[config.mk]
export PLATFORM = sky130hd
export DESIGN_NAME = wb_regfile
export DESIGN_NICKNAME = d
export VERILOG_FILES = /design/src/rtl/wb_regfile.sv
export SDC_FILE = /design/constraint.sdc
export NUM_CORES = 2
export LEC_CHECK = 0
export ABC_AREA = 1
export BUFFER_PORTS_ARGS = -buffer_cell sky130_fd_sc_hd__buf_2
export CAP_MARGIN = 20
export CORE_MARGIN = 4
export CORE_UTILIZATION = 40
export DETAILED_ROUTE_END_ITERATION = 16
export PLACE_DENSITY_LB_ADDON = 0.25
export SLEW_MARGIN = 20
export SYNTH_ARGS = -nofsm -noshare
export SYNTH_HDL_FRONTEND = slang
export SYNTH_SLANG_ARGS = --single-unit
[constraint.sdc]
create_clock -name clk -period 5.1 [get_ports clk]
set_input_delay 0.765 -clock clk [delete_from_list [all_inputs] [get_ports clk]]
set_output_delay 0.765 -clock clk [all_outputs]
set_load 0.02 [all_outputs]
[src/rtl/wb_regfile.sv]
// Write-back stage and architectural register file: commits MEM/WB results,
// serves two bypassed read ports and tracks in-flight destinations for RAW checks.
module wb_regfile #(
    parameter int DATA_W  = 32,
    parameter int ADDR_W  = 5,
    parameter int REG_NUM = 32
) (
    input  logic              clk,
    input  logic              rst_n,
    input  logic              wb_en,
    input  logic [DATA_W-1:0] wb_data,
    input  logic [ADDR_W-1:0] wb_addr,
    input  logic [ADDR_W-1:0] rs_addr,
    input  logic [ADDR_W-1:0] rt_addr,
    output logic [DATA_W-1:0] rs_data,
    output logic [DATA_W-1:0] rt_data,
    input  logic              issue_valid,
    input  logic [ADDR_W-1:0] issue_dst,
    input  logic              flush,
    output logic              rs_busy,
    output logic              rt_busy,
    output logic [ADDR_W:0]   pending_cnt
);

    logic [DATA_W-1:0]  regs_q [REG_NUM];
    logic [DATA_W-1:0]  regs_d [REG_NUM];
    logic [REG_NUM-1:0] pending_q, pending_d;
    logic [ADDR_W:0]    pending_cnt_q, pending_cnt_d;
    logic               commit;

    assign commit = wb_en && (wb_addr != '0);

    always_comb begin
        regs_d = regs_q;
        if (commit) begin
            regs_d[wb_addr] = wb_data;
        end
    end

    // Set is applied after flush and clear so the newest producer always survives.
    always_comb begin
        pending_d = flush ? '0 : pending_q;
        if (commit) begin
            pending_d[wb_addr] = 1'b0;
        end
        if (issue_valid && (issue_dst != '0)) begin
            pending_d[issue_dst] = 1'b1;
        end
        pending_cnt_d = '0;
        for (int i = 0; i < REG_NUM; i++) begin
            pending_cnt_d = pending_cnt_d + {{ADDR_W{1'b0}}, pending_d[i]};
        end
    end

    // NOTE: the register array is reset because software may read any register
    // before first writing it; that costs a reset net per flop, not a RAM macro.
    always_ff @(posedge clk or negedge rst_n) begin
        if (!rst_n) begin
            for (int i = 0; i < REG_NUM; i++) begin
                regs_q[i] <= '0;
            end
            pending_q     <= '0;
            pending_cnt_q <= '0;
        end else begin
            // NOTE: non-blocking so every flop samples the pre-edge value.
            regs_q        <= regs_d;
            pending_q     <= pending_d;
            pending_cnt_q <= pending_cnt_d;
        end
    end

    always_comb begin
        if (rs_addr == '0) begin
            rs_data = '0;
        end else if (wb_en && (wb_addr == rs_addr)) begin
            rs_data = wb_data;
        end else begin
            rs_data = regs_q[rs_addr];
        end
    end

    always_comb begin
        if (rt_addr == '0) begin
            rt_data = '0;
        end else if (wb_en && (wb_addr == rt_addr)) begin
            rt_data = wb_data;
        end else begin
            rt_data = regs_q[rt_addr];
        end
    end

    // A register committing this cycle is covered by the bypass, so it is not busy.
    assign rs_busy = pending_q[rs_addr] && !(wb_en && (wb_addr == rs_addr)) && (rs_addr != '0);
    assign rt_busy = pending_q[rt_addr] && !(wb_en && (wb_addr == rt_addr)) && (rt_addr != '0);

    assign pending_cnt = pending_cnt_q;

endmodule

Word level (Yosys, flattened, before mapping)
Cells that the tools add are included.
{"block": "word_totals", "ff_bits": 1062, "output_inout_bits": 72, "elab_cells": 126}
{"block": "classes", "n_eq_ne": 2, "muxes": 24, "n_lt_le_gt_ge": 10, "reduce_logical": 19, "bitwise_logic": 6, "n_addsub": 31}
{"op": "1024-bit bitwise mux", "count": 1}
{"op": "32-bit 2-to-1 mux", "count": 12}
{"op": "32-bit binary-select mux with 5-bit select", "count": 2}
{"op": "32-bit demux with 5-bit select", "count": 1}
{"op": "6-bit by 1-bit adder with 6-bit output", "count": 26}
{"op": "32-bit AND", "count": 1}
{"op": "32-bit NOT", "count": 1}
{"op": "32-bit OR", "count": 1}
{"op": "5-bit by 6-bit less-than comparator with 1-bit output, second input constant", "count": 4}
{"op": "5-bit nonzero test", "count": 4}
{"op": "6-bit greater-or-equal comparator, second input constant", "count": 3}
{"op": "5-bit NOT with 6-bit output", "count": 3}
{"op": "1-bit logical AND", "count": 11}
{"op": "1-bit binary-select mux with 5-bit select", "count": 2}
{"op": "1-bit demux with 5-bit select", "count": 2}
{"op": "5-bit == test", "count": 2}
{"op": "5-bit by 1-bit greater-or-equal comparator with 1-bit output, second input constant", "count": 2}
{"op": "5-bit zero test", "count": 2}
{"op": "5-bit by 1-bit adder with 6-bit output", "count": 1}
{"op": "6-bit by 1-bit less-than comparator with 1-bit output, second input constant", "count": 1}
{"op": "4-bit by 1-bit adder with 5-bit output", "count": 1}
{"op": "3-bit by 1-bit adder with 4-bit output", "count": 1}
{"op": "1-bit 2-to-1 mux", "count": 4}
{"op": "2-bit by 1-bit adder with 3-bit output", "count": 1}
{"op": "2 further kinds", "count": 3}

Logic depth before layout (Yosys ltp)
{"block": "depth", "word_depth": 40, "depth_mapped": 26}

Worst setup path after synthesis
Ideal clock, no wire load.
{"block": "synth_path", "path_kind": "input-to-reg", "startpoint": "input wb_addr[2]", "endpoint": "register pending_cnt_q[4] (netlist: pending_cnt[4])", "slack_ps": -831, "cell_stages": 21, "arrival_ps": 5851, "cell_sequence": "buf_4 inv_2 nor3_1 inv_1 nor2_1 buf_2 nor3_1 a21oi_1 fa_1 fa_1 fa_1 inv_1 fa_1 fa_1 fa_1 ha_1 fa_1 a21oi_1 nor2_1 nor2_1 xnor2_1"}
{"block": "synth_via", "elab_chain_cells": 40, "elab_cells_between_ends": 43, "classes_between": "add/sub (31); order compare (2); mux (4); bitwise (3); reduce/logical (3)"}
{"element": "from (decl)", "line": "12", "source": "input logic [ADDR_W-1:0] wb_addr,"}
{"element": "5-bit by 6-bit less-than comparator with 1-bit output (not written as such) or 5-bit by 1-bit greater-or-equal comparator with 1-bit output (tied branches)", "line": "44", "source": "pending_d[wb_addr] = 1'b0;"}
{"element": "1-bit logical AND (not written as such)", "line": "44"}
{"element": "1-bit 2-to-1 mux (not written as such)", "line": "44"}
{"element": "1-bit demux with 5-bit select", "line": "44"}
{"element": "32-bit NOT (no source line)"}
{"element": "32-bit AND (no source line)"}
{"element": "32-bit 2-to-1 mux *", "line": "43", "source": "if (commit) begin"}
{"element": "32-bit OR (no source line)"}
{"element": "32-bit 2-to-1 mux *", "line": "46", "source": "if (issue_valid && (issue_dst != '0)) begin"}
{"element": "1-bit by 1-bit adder with 2-bit output", "line": "51", "source": "pending_cnt_d = pending_cnt_d + {{ADDR_W{1'b0}}, pending_d[i]};"}
{"element": "2-bit by 1-bit adder with 3-bit output", "line": "51"}
{"element": "3-bit by 1-bit adder with 4-bit output", "line": "51"}
{"element": "4-bit by 1-bit adder with 5-bit output", "line": "51"}
{"element": "5-bit by 1-bit adder with 6-bit output", "line": "51"}
{"element": "6-bit by 1-bit adder with 6-bit output (25 in a row)", "line": "51"}
{"element": "6-bit by 1-bit adder with 6-bit output *", "line": "51"}
{"element": "net pending_cnt_d[4]", "line": "28", "source": "logic [ADDR_W:0] pending_cnt_q, pending_cnt_d;"}
{"element": "to (signal assigned)", "line": "68", "source": "pending_cnt_q <= pending_cnt_d;"}
{"element": "to (decl)", "line": "28"}
Mark *: on every way through the listed nets, which the timed path passes. The rest lies on a longest branch.
A chain may end at the register's enable or synchronous reset.

Worst setup path after layout
{"block": "layout_path", "startpoint": "input wb_addr[3]", "endpoint": "register pending_cnt_q[4] (netlist: pending_cnt[4])"}
The elaborated chain is that of the path after synthesis.

==> impl_metrics.py <==
metrics = {
    "outcome": {
        "status": "finished clean",
    },
    "sta": {
        "setup_viol": 0,
        "drv_slew": 0,
        "post-route-min-period_ns": 5.02,
        "hold_viol": 0,
        "tightest_slew_ns": 1.20,
        "max_slew_margin_pct": 19.7,
        "fmax_ghz": 0.199,
        "finClkSkew_ns": 0.00737,
        "fin_crit_sh_pct": 98.5,
        "timing.setup.tns_ns": 0,
        "rsz0062_at_grt": "true",
    },
    "logic_synthesis": {
        "syn_nets": 8428,
        "post_synth_num_cell_types": 36,
        "synth_top_area_share_pct": 44.1,
        "ys_ff_latch": 1062,
        "synth.area.top_cells": "dfrtp_1 (44%), nand2_1 (14%), o21ai_0 (12%)",
        "synth-warning-count": 0,
        "synth_top_cell_by_area": "dfrtp_1",
        "syn_avg_cell_area_um2": 7.22,
        "yosysSeqAreaShare_pct": 44.1,
        "synth.cell_area_um2": 60300,
        "syn_inst": 8340,
    },
    "global_route": {
        "grt_max_degree": 201,
        "grt_pass1_vias": 55000,
        "track_usage_pct": 31.3,
        "antenna_found_initial": 27,
        "grt_pass1_wl_um": 370000,
        "overflow": 0,
    },
    "layout": {
        "final_cells": 10200,
        "final_area_um2": 67300,
        "drive_gt1_share_pct": 8.85,
        "nNetsFinal": 8175,
        "final_core_util_pct": 44.9,
        "fillers": 15000,
        "syn2layout_area_growth_pct": 11.7,
    },
    "die": {
        "die_area_um2": 157000,
        "start_util_pct": 40.2,
        "coreArea_um2": 150000,
        "die-width_um": 396,
        "die_y_um": 396,
        "io_pins": 129,
        "rows": 142,
    },
    "setup_path": {
        "cp_num_cells": 20,
        "reg2reg_depth": 16,
        "crit_type": "input port to flip-flop",
        "path_buf_inv": 4,
        "crit_chain": "buf_4 > buf_6 > nor3_4 > inv_2 > nor2_4 > nor3_4 > a21oi_2 > fa_1 > fa_1 > fa_1 > inv_2 > fa_2 > fa_1 > fa_1 > ha_2 > fa_2 > a21oi_2 > nor2_1 > nor2_1 > xnor2_1",
        "r2r_start": "pending_q[3]",
        "cpMaxStageDelayCell": "fa_1",
        "r2r_end": "pending_cnt[4]",
        "cpPeakStageDelay_ns": 0.56,
        "endpoint_kind": "flip-flop",
        "path_delay_family": "adder cells",
        "cp-start-kind": "input port",
        "rrSetupSlack_ns": 0.26,
        "crit_start": "wb_addr[3]",
        "timing.critical_path.mode_cell": "fa_1",
        "cp_data_required_time_ns": 5.77,
        "cp_max_fo": 4,
        "endpoint": "pending_cnt[4]",
        "crit_arrival_ns": 5.69,
    },
    "power_and_ir_drop": {
        "switchingPower_w": 0.00813,
        "internal_power_w": 0.0174,
        "power_frac_comb_pct": 20.3,
        "clockPowerShare_pct": 36.6,
        "p_seq_share_pct": 43.0,
        "cellLeakagePower_nw": 30.8,
        "ir_drop_mv": 0.304,
        "pwr_density_cell_nw_per_um2": 379,
        "sw_frac_of_total_pct": 31.8,
    },
    "route": {
        "wl_per_cell_um": 24.6,
        "drt_iter0_drc": 8918,
        "drc": 0,
        "routed_via_density": 5.86,
        "totalWireLength_um": 251000,
        "drt-pass1-iter-count": 6,
        "ant_nets": 0,
        "vias": 59800,
    },
    "clock_network": {
        "clock_path_buffers": 3,
        "cts.sinks": 1062,
        "numCtsBuffers": 119,
        "holdBufCountCts": 0,
        "root_buffer": "clkbuf_16",
        "cts_tree": "built",
        "insertion_delay_ns": 0.75,
        "clkTransAtPathRegs_ns": 0.07,
        "htree_levels": 3,
    },
    "placement": {
        "io_buffers": 128,
        "gp_congestion": 0.906,
        "hpwl_um": 142000,
        "place_area_um2": 63000,
        "dp.cells": 9975,
    },
    "hold_path": {
        "hp-class": "input port to async pin",
    },
    "job": {
        "drv_cap": 0,
    },
}
-- cells by family (layout without fill, tap and decap cells) --
| family | after synthesis | in the layout | synth area share (%) |
|---|---|---|---|
| adder cells (fa/ha/maj) | 31 | 31 | 0.943 |
| XOR/XNOR | 7 | 7 | 0.102 |
| buffers and inverters | 1497 | 1336 | 10.3 |
| multiplexers | 5 | 5 | 0.0831 |
| flip-flops | 1062 | 1062 | 44.1 |
| AO/OA/AOI/OAI | 2437 | 2437 | 22.0 |
| other | 0 | 15 | 0 |
| AND/OR/NAND/NOR | 3301 | 3301 | 22.5 |
-- cell usage after synthesis, drive strengths merged --
cell type,instances
o32ai,4
nand2,2199
nand3b,8
a21oi,490
dfrtp,1062
clkbuf,366
o211ai,380
o31ai,2
o21a,9
o22ai,2
or2,26
nor3,21
nand4,5
nand3,790
a211oi,15
a31oi,2
ha,7
nor4,1
fa,24
o21ai,1533
mux2i,5
nor2,251
xnor2,2
buf,411
xor2,5
inv,720
-- through the flow --
stage / total power [W] / setup WS, ns / hold WS, ns
after floorplan: 0.0144 / -0.418 / 0.429
after global placement: 0.0160 / -0.746 / 0.366
after detailed placement: 0.0162 / -0.785 / 0.366
after CTS: 0.0255 / 0.00796 / 0.114
after global routing: 0.0268 / -0.118 / 0.172
final: 0.0255 / 0.0777 / 0.119
-- sequential cells by signal, indices dropped and copies added (netlist names) --
name,flops
pending_cnt,6
pending_q,32
regs_q,1024
-- worst min-delay path by stage --
stage	startpoint	end	cells after the start
after floorplan	regs_q[1005]	regs_q[1005]	1
after global placement	regs_q[1006]	regs_q[1006]	0
after detailed placement	regs_q[1006]	regs_q[1006]	0
after CTS	rst_n	regs_q[340]	1
after global routing	rst_n	regs_q[278]	1
final	rst_n	regs_q[340]	1
-- layout by cell type (no fill, tap or decap), types with 17 or more instances in the layout --
cell type  count
nand2_1     2183
clkbuf_8      25
clkbuf_16    123
nor2_1       228
or2_2         26
fa_1          22
buf_4        242
inv_1        691
nor2_4        19
a21oi_1      484
clkinv_2      17
o21ai_0     1453
buf_12        38
bufinv_16     17
o211ai_1     380
dfrtp_1     1062
o21ai_1       75
nand3_1      785
buf_2        113
clkbuf_1      22
-- what timing repair did --
action | 4_1_cts | 5_1_grt
resized for setup | 0 | 30
buffers inserted | 0 | 7
endpoints found under the setup margin | 0 | 4
endpoints found under the hold margin | 0 | 0
-- final cells by class --
cell class | instances | area (um^2) | area share (%)
Timing Repair Buffer | 403 | 3270 | 4.86
Clock inverter | 43 | 683 | 1.01
Multi-Input combinational cell | 5781 | 27900 | 41.5
Tap cell | 2016 | 2520 | 3.75
Clock buffer | 170 | 3500 | 5.21
Antenna cell | 15 | 37.5 | 0.0558
Sequential cell | 1062 | 26600 | 39.5
Inverter | 720 | 2770 | 4.11
-- per-layer routing --
layer	share of wire (%)	global-route usage, %	up-vias	wire [um]
li1	-	-	27000	-
met1	41	44.8	28500	103000
met2	42	46.1	3626	106000
met3	12	5.89	671	29700
met4	5.1	14.0	6	12700
met5	0.016	0	-	40
-- power by group through the flow --
stage	registers [W]	logic (W)	clock network, W
floorplan	0.0109	0.00358	0
global placement	0.0110	0.00498	0
detailed placement	0.0111	0.00511	0
CTS	0.0109	0.00513	0.00946
global route	0.0112	0.00588	0.00979
finish	0.0110	0.00519	0.00935
(Power assumes the default switching activity.)
